File: src/rtl/obi_sram_ctrl.sv
// OBI data-port slave terminating on a single-port synchronous SRAM.
// One outstanding request, optional wait states, bad addresses answered with err_o.
module obi_sram_ctrl #(
  parameter int unsigned DEPTH_WORDS = 1024,
  parameter int unsigned WAIT_STATES = 0,
  parameter logic [31:0] BASE_ADDR   = 32'h0000_0000
) (
  input  logic                           clk_i,
  input  logic                           rst_ni,
  input  logic                           req_i,
  output logic                           gnt_o,
  input  logic [31:0]                    addr_i,
  input  logic                           we_i,
  input  logic [3:0]                     be_i,
  input  logic [31:0]                    wdata_i,
  output logic                           rvalid_o,
  output logic [31:0]                    rdata_o,
  output logic                           err_o,
  output logic                           sram_cs_o,
  output logic                           sram_we_o,
  output logic [3:0]                     sram_wmask_o,
  output logic [$clog2(DEPTH_WORDS)-1:0] sram_addr_o,
  output logic [31:0]                    sram_wdata_o,
  input  logic [31:0]                    sram_rdata_i,
  output logic [1:0]                     dbg_state_o
);

  localparam int unsigned AW = $clog2(DEPTH_WORDS);
  // 33-bit bounds so BASE_ADDR + window size cannot wrap past 2^32.
  localparam logic [32:0] LO_BOUND = {1'b0, BASE_ADDR};
  localparam logic [32:0] HI_BOUND = {1'b0, BASE_ADDR} + 33'(DEPTH_WORDS) * 33'd4;
  localparam logic [3:0]  WS_LOAD  = (WAIT_STATES == 0) ? 4'd0 : 4'(WAIT_STATES - 1);

  typedef enum logic [1:0] {
    S_IDLE   = 2'd0,
    S_WAIT   = 2'd1,
    S_ACCESS = 2'd2,
    S_RESP   = 2'd3
  } state_t;

  state_t      state_q, state_d;
  logic [3:0]  cnt_q, cnt_d;
  logic [31:0] addr_q;
  logic        we_q;
  logic [3:0]  be_q;
  logic [31:0] wdata_q;
  logic        bad_q;

  logic        grant;
  logic        bad_in;
  logic [32:0] addr_ext;
  logic [31:0] word_off;
  logic        unused_word_off;

  assign grant    = req_i && (state_q == S_IDLE || state_q == S_RESP);
  assign gnt_o    = grant;
  assign addr_ext = {1'b0, addr_i};
  assign bad_in   = (addr_i[1:0] != 2'b00) || (addr_ext < LO_BOUND) || (addr_ext >= HI_BOUND);

  assign word_off        = (addr_q - BASE_ADDR) >> 2;
  assign unused_word_off = ^word_off;
  assign dbg_state_o     = state_q;

  always_ff @(posedge clk_i or negedge rst_ni) begin
    if (!rst_ni) begin
      state_q <= S_IDLE;
      cnt_q   <= 4'd0;
      addr_q  <= 32'd0;
      we_q    <= 1'b0;
      be_q    <= 4'd0;
      wdata_q <= 32'd0;
      bad_q   <= 1'b0;
    end else begin
      state_q <= state_d;
      cnt_q   <= cnt_d;
      if (grant) begin
        addr_q  <= addr_i;
        we_q    <= we_i;
        be_q    <= be_i;
        wdata_q <= wdata_i;
        bad_q   <= bad_in;
      end
    end
  end

  always_comb begin
    state_d = state_q;
    cnt_d   = cnt_q;
    case (state_q)
      S_IDLE, S_RESP: begin
        if (grant) begin
          if (WAIT_STATES > 0) begin
            state_d = S_WAIT;
            cnt_d   = WS_LOAD;
          end else begin
            state_d = S_ACCESS;
          end
        end else if (state_q == S_RESP) begin
          state_d = S_IDLE;
        end
      end
      S_WAIT: begin
        if (cnt_q == 4'd0) state_d = S_ACCESS;
        else               cnt_d   = cnt_q - 4'd1;
      end
      S_ACCESS: state_d = S_RESP;
      default:  state_d = S_IDLE;
    endcase
  end

  // Bad requests still walk through ACCESS so errors keep normal latency.
  always_comb begin
    sram_cs_o    = 1'b0;
    sram_we_o    = 1'b0;
    sram_wmask_o = 4'd0;
    sram_addr_o  = '0;
    sram_wdata_o = 32'd0;
    rvalid_o     = 1'b0;
    err_o        = 1'b0;
    rdata_o      = 32'd0;
    if (state_q == S_ACCESS) begin
      sram_cs_o    = !bad_q;
      sram_we_o    = we_q && !bad_q;
      sram_wmask_o = (we_q && !bad_q) ? be_q : 4'd0;
      sram_addr_o  = word_off[AW-1:0];
      sram_wdata_o = wdata_q;
    end
    if (state_q == S_RESP) begin
      rvalid_o = 1'b1;
      err_o    = bad_q;
      rdata_o  = (!we_q && !bad_q) ? sram_rdata_i : 32'd0;
    end
  end

endmodule
File: config.mk
export PLATFORM = sky130hd
export DESIGN_NAME = obi_sram_ctrl
export DESIGN_NICKNAME = d
export VERILOG_FILES = /design/src/rtl/obi_sram_ctrl.sv
export SDC_FILE = /design/constraint.sdc
export NUM_CORES = 1
export LEC_CHECK = 0
export ABC_CLOCK_PERIOD_IN_PS = 3800
export CAP_MARGIN = 40
export CORE_MARGIN = 2
export CORE_UTILIZATION = 38
export CTS_CLUSTER_SIZE = 40
export DETAILED_ROUTE_END_ITERATION = 10
export PLACE_DENSITY = 0.86
export SETUP_SLACK_MARGIN = 0.05
export SLEW_MARGIN = 25
export SYNTH_ARGS = -nofsm -noshare
export SYNTH_HDL_FRONTEND = slang
export SYNTH_SLANG_ARGS = --single-unit
export TNS_END_PERCENT = 20
File: constraint.sdc
create_clock -name clk_i -period 3.8 [get_ports clk_i]
set_input_delay 0.76 -clock clk_i [delete_from_list [all_inputs] [get_ports clk_i]]
set_output_delay 0.76 -clock clk_i [all_outputs]
set_load 0.02 [all_outputs]
Yosys cells after proc, flatten, opt, wreduce, memory -nomap -nowiden
Index checks and enable logic that the tools add are counted.

Reductions and logical operators: 14. Bitwise logic cells: 1. Order comparisons: 2. Add/subtract/negate cells: 1. Equal/unequal tests: 5. Mux-type cells: 14.

Operator list (count): $mux W32 (3); $ge A32 B13 Y1 const B (1); $lt A32 B1 Y1 const B (1); $mux W10 (1); $mux W4 (2); $mux W2 (3); $pmux W2 S3 (1); $eq A2 B2 Y1 const B (2); $logic_not A4 Y1 (1); $mux W1 (4); $reduce_and A2 Y1 (2); $sub A4 B1 Y4 const B (1); $logic_and A1 B1 Y1 (3); $logic_or A1 B1 Y1 (3); $ne A3 B3 Y1 const B (1); $eq A2 B1 Y1 const B (1); $logic_not A1 Y1 (2); $logic_not A2 Y1 (1); $ne A2 B2 Y1 const B (1); $reduce_bool A2 Y1 (1); $reduce_or A2 Y1 (1); $not A1 Y1 (1).

Output and inout bits: 85. Bits in registers: 56. Bits of input ports: 104. Logic and storage cells: 44.

Depth between registers and ports, before layout
Gate-level depths: netlist (run 1).

Depth after elaboration: 5. Depth in mapped cells: 7. Mapped depth without buffers: 5.

Worst setup path before layout (run 1)
No wires, ideal clock.

Path kind: register -> output. Start point: register state_q[0], in the netlist dbg_state_o[0]. End point: output port rdata_o[10]. Data required time: 3.040 ns. Stages on the path, launching flop included: 5. Path buffers: 1. Setup slack: 1.421 ns. Data arrival time: 1.619 ns. Cell sequence: dfrtp_1 ha_1 nor3b_2 clkbuf_1 and2_1.

Longest elaborated chain between the ends: 2.

RTL lines: from (decl) (line 41) `state_t state_q, state_d;`; from (signal assigned) (line 74) `state_q <= state_d;`; $eq A2 B2 Y1 (line 128) `if (state_q == S_RESP) begin`; $mux W32 (line 128); to (decl) (line 17) `output logic [31:0] rdata_o,`.

No other way between the ends.

Worst setup path after layout (run 1)
Start point: register state_q[0], in the netlist dbg_state_o[0]. End point: output port rdata_o[18].

Same word-level chain as after synthesis.

==> metrics.md, run 1 <==
| Metric | Value |
|---|---|
| Outcome | completed |
| CP Class | reg2out |
| Max VDD drop | 0.5218 mV |
| Largest area contributor in the netlist | dfrtp_1 |
| Total track usage | 19.69% |
| Routed WL | 7897 um |
| Via count | 2387 |
| Critical Path AT | 2.22 ns |
| Vias in the first global route | 2454 |
| Die area | 7885 um2 |
| Post-Syn Instances | 230 |
| Max Slew Vio Count | 0 |
| I/O pin total | 189 |
| Area Overhead vs Synth | 74.54% |
| Net Count, Synth | 338 |
| Worst Path Required | 3.04 ns |
| GRT overflow | 0 |
| Worst rel slew slack | 58.01% |
| Most frequent cells in the layout | 187 x clkdlybuf4s50_1, 76 x and2_1, 54 x dfrtp_1 |
| Top cells by area, synth | dfrtp_1 49%, mux2_2 18%, and2_1 18% |
| Distinct cells, synth | 27 |
| Gpl congestion | 0.7245 |
| CTS tree | done |
| H-tree levels | 2 |
| Worst skew pair latency | 0.30 ns |
| HP Class | in2async |
| Antenna Cells | 0 |
| Setup Buffers After CTS | 0 |
| Max Root-Sink Buffers | 2 |
| Pleak | 0.001925 uW |
| Die Wd | 88.80 um |
| Starting DRT DRC Count | 52 |
| Die Ht | 88.80 um |
| CTS hold repair buffers | 0 |
| Wire per inst | 15.39 um |
| Nets | 525 |
| Post-CTS resize count | 0 |
| Tmin final | 2.982 ns |
| Setup TNS | 0 ns |
| Slew @ Worst Pin | 0.6298 ns |
| Synth top area share | 49.45% |
| Clock sink count | 54 |
| Final Hold Vio Count | 0 |
| Commonest non-fill, non-tap cell in the layout | clkdlybuf4s50_1 |
| CTS buffer count | 5 |
| Seq/Total Area, Yosys | 49.45% |
| Initial Utilization | 39.78% |
| CTS root buffer | clkbuf_8 |
| Power Dens Cells | 670.0 nW/um2 |
| Seq cells post-synth | 54 |
| Period Utilization, post-route | 78.47% |
| I/O Buffers | 188 |
| Core box area | 6869 um2 |
| Max-Cap Viols | 0 |
| Clock Skew | 0.003986 ns |
| Fmax | 335.3 MHz |
| Final HPWL DP | 6373 um |
| Avg Inst Size Synth | 11.88 um2 |
| DRC Markers | 0 |
| DRT antenna net count | 0 |
| Worst Setup End Kind | output pin |
| CP Max Fanout | 32 |
| Reg clk slew, reported paths | 0.09 ns |
| First-pass GRT wire length | 11920 um |
| Startpoint types | flop |
| Row cnt | 30 |
| Unrepaired setup endpoints after global routing | no |
| Initial antenna violation count | 0 |
| Vias per inst | 4.653 |
| Layout cells sized above 1 | 13.91% |
| Synth warn | 0 |
| Mapped cell area | 2733 um2 |
| Final setup fails | 0 |
| Largest net degree at the start of global routing | 50 |
| Total power | 3195 uW |
| Initial DRT Pass Iterations | 4 |
==> area by class of cell <==
cell class                 instances  area [um2]
fill                             529        2100
timing repair buffer             193        1927
sequential                        54        1351
multi-input combinational        159        1280
tap                               96       120.1
clock buffer                       7       76.32
inverter                           4       15.01
==> cells by family after synthesis <==
family / synth area share, %
and+or+nand+nor: 22.53
DFF: 49.45
muxes: 20.15
buffers and inverters: 3.754
AOI/OAI and AO/OA: 1.648
adders and majority gates: 1.832
xor gates and xnor gates: 0.6411
==> worst max-delay path: stages (launching register included) <==
cell and delay [ns]:
dfrtp_1 0.43, ha_1 0.28, nor3b_2 0.19, buf_4 0.25, and2_1 0.16, clkdlybuf4s50_1 0.62
==> power breakdown <==
group | leakage (uW) | switching [uW] | internal [uW]
Combinational | 0.00125 | 871 | 1040
Clock | 0.0000383 | 175 | 128
Sequential | 0.000638 | 132 | 846
==> metal layers <==
layer / track usage, % / up-vias / wire length, um
met1: 20.51 / 1133 / 2755
met5: 0 / - / 0
met3: 5.784 / 4 / 768
li1: - / 1137 / -
met2: 39.01 / 113 / 4337
met4: 3.306 / 0 / 35
==> per-stage QoR <==
step,cells,utilization (%),area (um2),hold slack (ns),worst slack [ns]
after floorplan,230,-,2733,0.4497,1.421
after global placement,505,68.03,4673,0.4599,0.9962
after detailed placement,506,68.32,4693,0.4721,1.008
after CTS,513,69.44,4770,0.3808,0.7685
after global routing,513,69.44,4770,0.4020,0.6151
final,513,69.44,4770,0.3785,0.8180
==> registers in the layout (all words and copies together) (netlist names) <==
name	cells
wdata_q	32
addr_q	10
be_q	4
cnt_q	4
dbg_state_o	2
bad_q	1
we_q	1
==> synth_stat cells (all sizes together) <==
cell     count
and2        77
dfrtp       54
mux2        48
clkbuf       7
buf          6
nor4         5
and3         4
ha           4
inv          4
nand2        3
nand3        3
xnor2        2
a21boi       1
a2bb2oi      1
mux2i        1
nand2b       1
nand4        1
nor2         1
nor2b        1
nor3         1
nor3b        1
o21ai        1
o22a         1
o2bb2ai      1
or3b         1
==> worst paths after layout <==
check | to | from | slack, ns | cells past startpoint
max reg2reg | addr_q[3] | dbg_state_o[0] | 1.79 | 5
min reg2reg | wdata_q[9] | wdata_q[9] | 0.48 | 1
min | wdata_q[20] | rst_ni | 0.38 | 1
min in group clk_i | wdata_q[9] | wdata_q[9] | 0.48 | 1
max | rdata_o[18] | dbg_state_o[0] | 0.82 | 5
max in group asynchronous | wdata_q[1] | rst_ni | 2.69 | 3
Note: power is estimated with default switching activity, not from simulation.
==> inputs of run 2 (changes only) <==
--- a/config.mk
+++ b/config.mk
@@ -5,13 +5,13 @@
 export SDC_FILE = /design/constraint.sdc
 export NUM_CORES = 1
 export LEC_CHECK = 0
-export ABC_CLOCK_PERIOD_IN_PS = 3800
+export ABC_CLOCK_PERIOD_IN_PS = 2500
 export CAP_MARGIN = 40
 export CORE_MARGIN = 2
-export CORE_UTILIZATION = 38
+export CORE_UTILIZATION = 32
 export CTS_CLUSTER_SIZE = 40
 export DETAILED_ROUTE_END_ITERATION = 10
-export PLACE_DENSITY = 0.86
+export PLACE_DENSITY = 0.77
 export SETUP_SLACK_MARGIN = 0.05
 export SLEW_MARGIN = 25
 export SYNTH_ARGS = -nofsm -noshare
==> constraint.sdc (replaced) <==
create_clock -name clk_i -period 2.5 [get_ports clk_i]
set_input_delay 0.5 -clock clk_i [delete_from_list [all_inputs] [get_ports clk_i]]
set_output_delay 0.5 -clock clk_i [all_outputs]
set_load 0.02 [all_outputs]
==> metrics.md, run 2 (synthesis results as in run 1) <==
| Metric | Value |
|---|---|
| Outcome | completed |
| Power Dens Cells | 971.7 nW/um2 (+45%) |
| CP Class | reg2out |
| Pleak | 0.002287 uW (+19%) |
| HP Class | in2async |
| DRT antenna net count | 0 (unchanged) |
| Max reg flops | 32 (unchanged) |
| Nets | 528 (+0.57%) |
| Largest net degree at the start of global routing | 50 (unchanged) |
| Via count | 2405 (+0.75%) |
| Worst skew pair latency | 0.30 ns (about the same) |
| Worst Path Required | 2.00 ns (-1.04 ns) |
| Vias in the first global route | 2426 (-1.1%) |
| Unrepaired setup endpoints after global routing | yes |
| Setup TNS | 0 ns (unchanged) |
| Top flop regs | wdata_q x32, addr_q x10 |
| Max VDD drop | 0.6032 mV (+16%) |
| CP Max Fanout | 5 (-84%) |
| Max Slew Vio Count | 0 (unchanged) |
| Worst rel slew slack | 57.16% (-0.85 points) |
| Most frequent cells in the layout | 106 x clkdlybuf4s50_1, 80 x dlygate4sd2_1, 76 x and2_1 |
| Antenna Cells | 0 (unchanged) |
| Wire per inst | 14.43 um (-6.2%) |
| Area Overhead vs Synth | 73.31% |
| Clock sink count | 54 (unchanged) |
| Routed WL | 7592 um (-3.9%) |
| Total track usage | 15.81% (-3.9 points) |
| Clock Skew | 0.009150 ns (+0.005164 ns) |
| Starting DRT DRC Count | 74 (+42%) |
| CTS tree | done |
| CTS root buffer | clkbuf_8 |
| First-pass GRT wire length | 11320 um (-5.0%) |
| Die Wd | 96.41 um (+8.6%) |
| Vias per inst | 4.572 (-1.7%) |
| Fmax | 428.4 MHz |
| Met3 WL | 915 um (+19%) |
| DRC Markers | 0 (unchanged) |
| Layout cells sized above 1 | 15.20% (+1.3 points) |
| Non-Filler Instances | 526 (+2.5%) |
| I/O pin total | 189 (unchanged) |
| Worst Setup End Kind | output pin |
| Commonest non-fill, non-tap cell in the layout | clkdlybuf4s50_1 |
| Max Root-Sink Buffers | 2 (unchanged) |
| Dpl cells | 518 (+2.4%) |
| Tmin final | 2.334 ns |
| Max-Cap Viols | 0 (unchanged) |
| Gpl congestion | 0.7558 (+4.3%) |
| Initial antenna violation count | 0 (unchanged) |
| Core box area | 8258 um2 (+20%) |
| Max layer used | met4 |
| Die Ht | 96.41 um (+8.6%) |
| Initial Utilization | 33.09% (-6.7 points) |
| Final HPWL DP | 6028 um (-5.4%) |
| Row cnt | 33 (+10%) |
| Startpoint types | flop |
| Critical Path AT | 1.83 ns (-0.39 ns) |
| Final setup fails | 0 (unchanged) |
| CTS buffer count | 5 (unchanged) |
| Initial DRT Pass Iterations | 4 (unchanged) |
| Die area | 9295 um2 (+18%) |
| Hold_ws | 0.2126 ns (-0.1659 ns) |
| I/O Buffers | 188 (unchanged) |
| Final Hold Vio Count | 0 (unchanged) |
| Reg clk slew, reported paths | 0.10 ns (about the same) |
| Met1 wire length | 2620 um (-4.9%) |
| Period Utilization, post-route | 93.36% |
| H-tree levels | 2 (unchanged) |
| Largest Register | wdata_q |
| Slew @ Worst Pin | 0.6426 ns (+0.01276 ns) |
| Met2 wire length | 4025 um (-7.2%) |
| GRT overflow | 0 (unchanged) |
| Setup Buffers After CTS | 0 (unchanged) |
==> run 2: where the power goes <==
part,internal (uW),leakage [uW],switching (uW)
logic,1340,0.00160,1300
clock network,197,0.0000441,286
registers,1280,0.000638,194
==> run 2: metrics by stage <==
| stage | util (%) | power, uW | instance area (um2) | setup WS [ns] |
|---|---|---|---|---|
| 2_1_floorplan | - | 3210 | 2733 | 0.3806 |
| 3_3_place_gp | 57.39 | 4420 | 4740 | 0.2394 |
| 3_5_place_dp | 57.39 | 4480 | 4740 | 0.2257 |
| 4_1_cts | 57.32 | 4695 | 4733 | 0.1093 |
| 5_1_grt | 57.35 | 4936 | 4736 | 0.04693 |
| 6_report | 57.35 | 4602 | 4736 | 0.1659 |
==> run 2: layer usage <==
metal | vias up | track usage (%)
met1 | 1137 | 16.61
met2 | 122 | 30.32
met3 | 2 | 5.508
met5 | - | 0
met4 | 0 | 3.169
li1 | 1144 | -
==> run 2: area by class of cell <==
class / instances / area [um2]
Timing Repair Buffer: 196 / 1868
Fill cell: 740 / 3522
Clock buffer: 5 / 68.82
Inverter: 4 / 15.01
Sequential cell: 54 / 1351
Clock inverter: 3 / 21.27
Tap cell: 105 / 131.4
Multi-Input combinational cell: 159 / 1280
==> run 2: worst max-delay path, stage by stage (launching register included) <==
cell	delay, ns
dfrtp_1	0.44
inv_1	0.08
ha_1	0.19
nor2b_1	0.19
buf_4	0.15
and3_1	0.15
dlygate4sd2_1	0.34
==> run 2: path summary, 6_finish.rpt <==
check	depth (start not counted)	slack, ns	startpoint	to
max	6	0.17	dbg_state_o[0]	sram_wmask_o[2]
min	1	0.21	rst_ni	wdata_q[22]
max reg2reg	5	0.48	dbg_state_o[0]	be_q[1]
min reg2reg	1	0.49	wdata_q[12]	wdata_q[12]
max in group asynchronous	2	1.70	rst_ni	wdata_q[29]
min in group clk_i	1	0.49	wdata_q[12]	wdata_q[12]
==> run 2: repair_timing <==
action	4_1_cts	5_1_grt
gates resized for setup	81	1
hold buffers	0	0
endpoints found under the setup margin	78	2
==> inputs of run 3 (changes only) <==
--- a/config.mk
+++ b/config.mk
@@ -12,7 +12,6 @@
 export CTS_CLUSTER_SIZE = 40
 export DETAILED_ROUTE_END_ITERATION = 10
 export PLACE_DENSITY = 0.77
-export SETUP_SLACK_MARGIN = 0.05
 export SLEW_MARGIN = 25
 export SYNTH_ARGS = -nofsm -noshare
 export SYNTH_HDL_FRONTEND = slang
==> metrics.md, run 3 (synthesis results as in run 1) <==
| Metric | Value |
|---|---|
| Outcome | completed |
| Max Slew Vio Count | 0 (unchanged) |
| Final worst slack | 0.1434 ns (-0.02250 ns) |
| DRC Markers | 0 (unchanged) |
| Slowest stage delay, CP | 0.60 ns (+0.16 ns) |
| Worst skew pair latency | 0.30 ns (about the same) |
| Clock sink count | 54 (unchanged) |
| Initial DRT Pass Iterations | 4 (unchanged) |
| Period Utilization, post-route | 94.26% (+0.90 points) |
| First-pass GRT wire length | 11320 um (unchanged) |
| Largest Register | wdata_q |
| Global Route met2 Usage | 30.32% (unchanged) |
| Wire per inst | 14.47 um (+0.22%) |
| CP top delay family | buffers and inverters |
| I/O Buffers | 188 (unchanged) |
| Worst Path Required | 2.00 ns (about the same) |
| Die Wd | 96.41 um (unchanged) |
| Layout cells sized above 1 | 15.20% (unchanged) |
| Final Hold Vio Count | 0 (unchanged) |
| Crit path buffers/inverters | 2 (-1) |
| Gpl congestion | 0.7558 (unchanged) |
| Clock Skew | 0.007609 ns (-0.001541 ns) |
| Starting DRT DRC Count | 76 (+2.7%) |
| Final core utilization | 58.00% (+0.65 points) |
| Fmax | 424.3 MHz (-0.95%) |
| Worst Setup End Kind | output pin |
| GRT overflow | 0 (unchanged) |
| CTS tree | done |
| Worst R2R Path Depth | 5 (unchanged) |
| # fillers | 735 (-0.68%) |
| Commonest non-fill, non-tap cell in the layout | clkdlybuf4s50_1 |
| Top flop regs | wdata_q x32, addr_q x10 |
| Max-Cap Viols | 0 (unchanged) |
| Die area | 9295 um2 (unchanged) |
| Slew @ Worst Pin | 0.6457 ns (+0.003104 ns) |
| Final setup fails | 0 (unchanged) |
| Startpoint types | flop |
| Nets | 528 (unchanged) |
| Max VDD drop | 0.6033 mV (about the same) |
| Power Dens Cells | 975.3 nW/um2 (+0.37%) |
| Via count | 2412 (+0.29%) |
| Max reg flops | 32 (unchanged) |
| CTS hold repair buffers | 0 (unchanged) |
| Critical Path AT | 1.86 ns (+0.03 ns) |
| Row cnt | 33 (unchanged) |
| Post-Place Setup Slack | 0.2257 ns (unchanged) |
| Setup TNS | 0 ns (unchanged) |
| CP cell instances | inv_1 -> ha_1 -> and2_2 -> clkdlybuf4s50_1 |
| Max Root-Sink Buffers | 2 (unchanged) |
| Unrepaired setup endpoints after global routing | no |
| Most frequent cells in the layout | 107 x clkdlybuf4s50_1, 76 x and2_1, 65 x dlygate4sd2_1 |
| Slowest CP cell | clkdlybuf4s50_1 |
| Largest net degree at the start of global routing | 50 (unchanged) |
| Area Overhead vs Synth | 75.27% |
| Pleak | 0.002442 uW (+6.8%) |
| Crit path from | dbg_state_o[0] |
| Routed WL | 7609 um (+0.22%) |
| I/O pin total | 189 (unchanged) |
| Final HPWL DP | 6028 um (unchanged) |
| Initial antenna violation count | 0 (unchanged) |
| Total track usage | 15.81% (unchanged) |
| Critical Path Sink | gnt_o |
| Post-CTS resize count | 66 (-19%) |
| Worst reg-to-reg setup slack | 0.48 ns (about the same) |
| Setup Buffers After CTS | 0 (unchanged) |
| DRT antenna net count | 0 (unchanged) |
| Global Route met1 Usage | 16.61% (unchanged) |
| Initial Utilization | 33.09% (unchanged) |
| Worst rel slew slack | 56.95% (-0.21 points) |
| Antenna Cells | 0 (unchanged) |
| CTS buffer count | 5 (unchanged) |
| Vias in the first global route | 2426 (unchanged) |
| CTS root buffer | clkbuf_8 |
| Tmin final | 2.357 ns (+0.02250 ns) |
| Crit path depth | 4 (-2) |
| Vias per inst | 4.586 (+0.29%) |
| Core box area | 8258 um2 (unchanged) |
| Peak-usage layer in the global routing report | met2 |
| CP Max Fanout | 5 (unchanged) |
| CP Class | reg2out |
| H-tree levels | 2 (unchanged) |
| FF-to-FF Start | dbg_state_o[0] |
| Reg-to-Reg End | be_q[1] |
| Die Ht | 96.41 um (unchanged) |
| Reg clk slew, reported paths | 0.10 ns (about the same) |
| HP Class | in2async |
| GRT met3 Usage | 5.508% (unchanged) |
[run 3: metrics by stage]
step	total power [uW]	area, um2	std cells	hold WS (ns)
2_1_floorplan	3210	2733	230	0.2044
3_3_place_gp	4420	4740	518	0.4590
3_5_place_dp	4480	4740	518	0.4683
4_1_cts	4793	4752	526	0.2292
5_1_grt	5007	4790	526	0.2526
6_report	4671	4790	526	0.2141
[run 3: power by group]
group / total, uW / internal, uW / switching (uW)
Sequential: 1480 / 1280 / 194
Combinational: 2710 / 1410 / 1300
Clock: 483 / 197 / 285
Total: 4670 / 2890 / 1780
[run 3: area by class of cell]
type | count | area, um2 | share of cell area (%)
inverter | 4 | 15.01 | 0.3135
clock buffer | 5 | 68.82 | 1.437
clock inverter | 3 | 21.27 | 0.4441
timing repair buffer | 196 | 1922 | 40.13
tap | 105 | 131.4 | 2.743
sequential | 54 | 1351 | 28.21
multi-input combinational | 159 | 1280 | 26.72
[run 3: worst min-delay path by stage]
stage / end / slack (ns) / cells past startpoint
final: wdata_q[22] / 0.21 / 1
after global routing: wdata_q[19] / 0.25 / 1
after CTS: wdata_q[22] / 0.23 / 1
after detailed placement: wdata_q[12] / 0.47 / 1
after global placement: wdata_q[12] / 0.46 / 1
after floorplan: addr_q[10] / 0.20 / 0
[run 3: layer usage]
metal  up-vias  part of all wire [%]
met5         -                     0
met4         0                  0.39
met3         2                    12
met2       122                    53
met1      1143                    35
li1       1145                     -
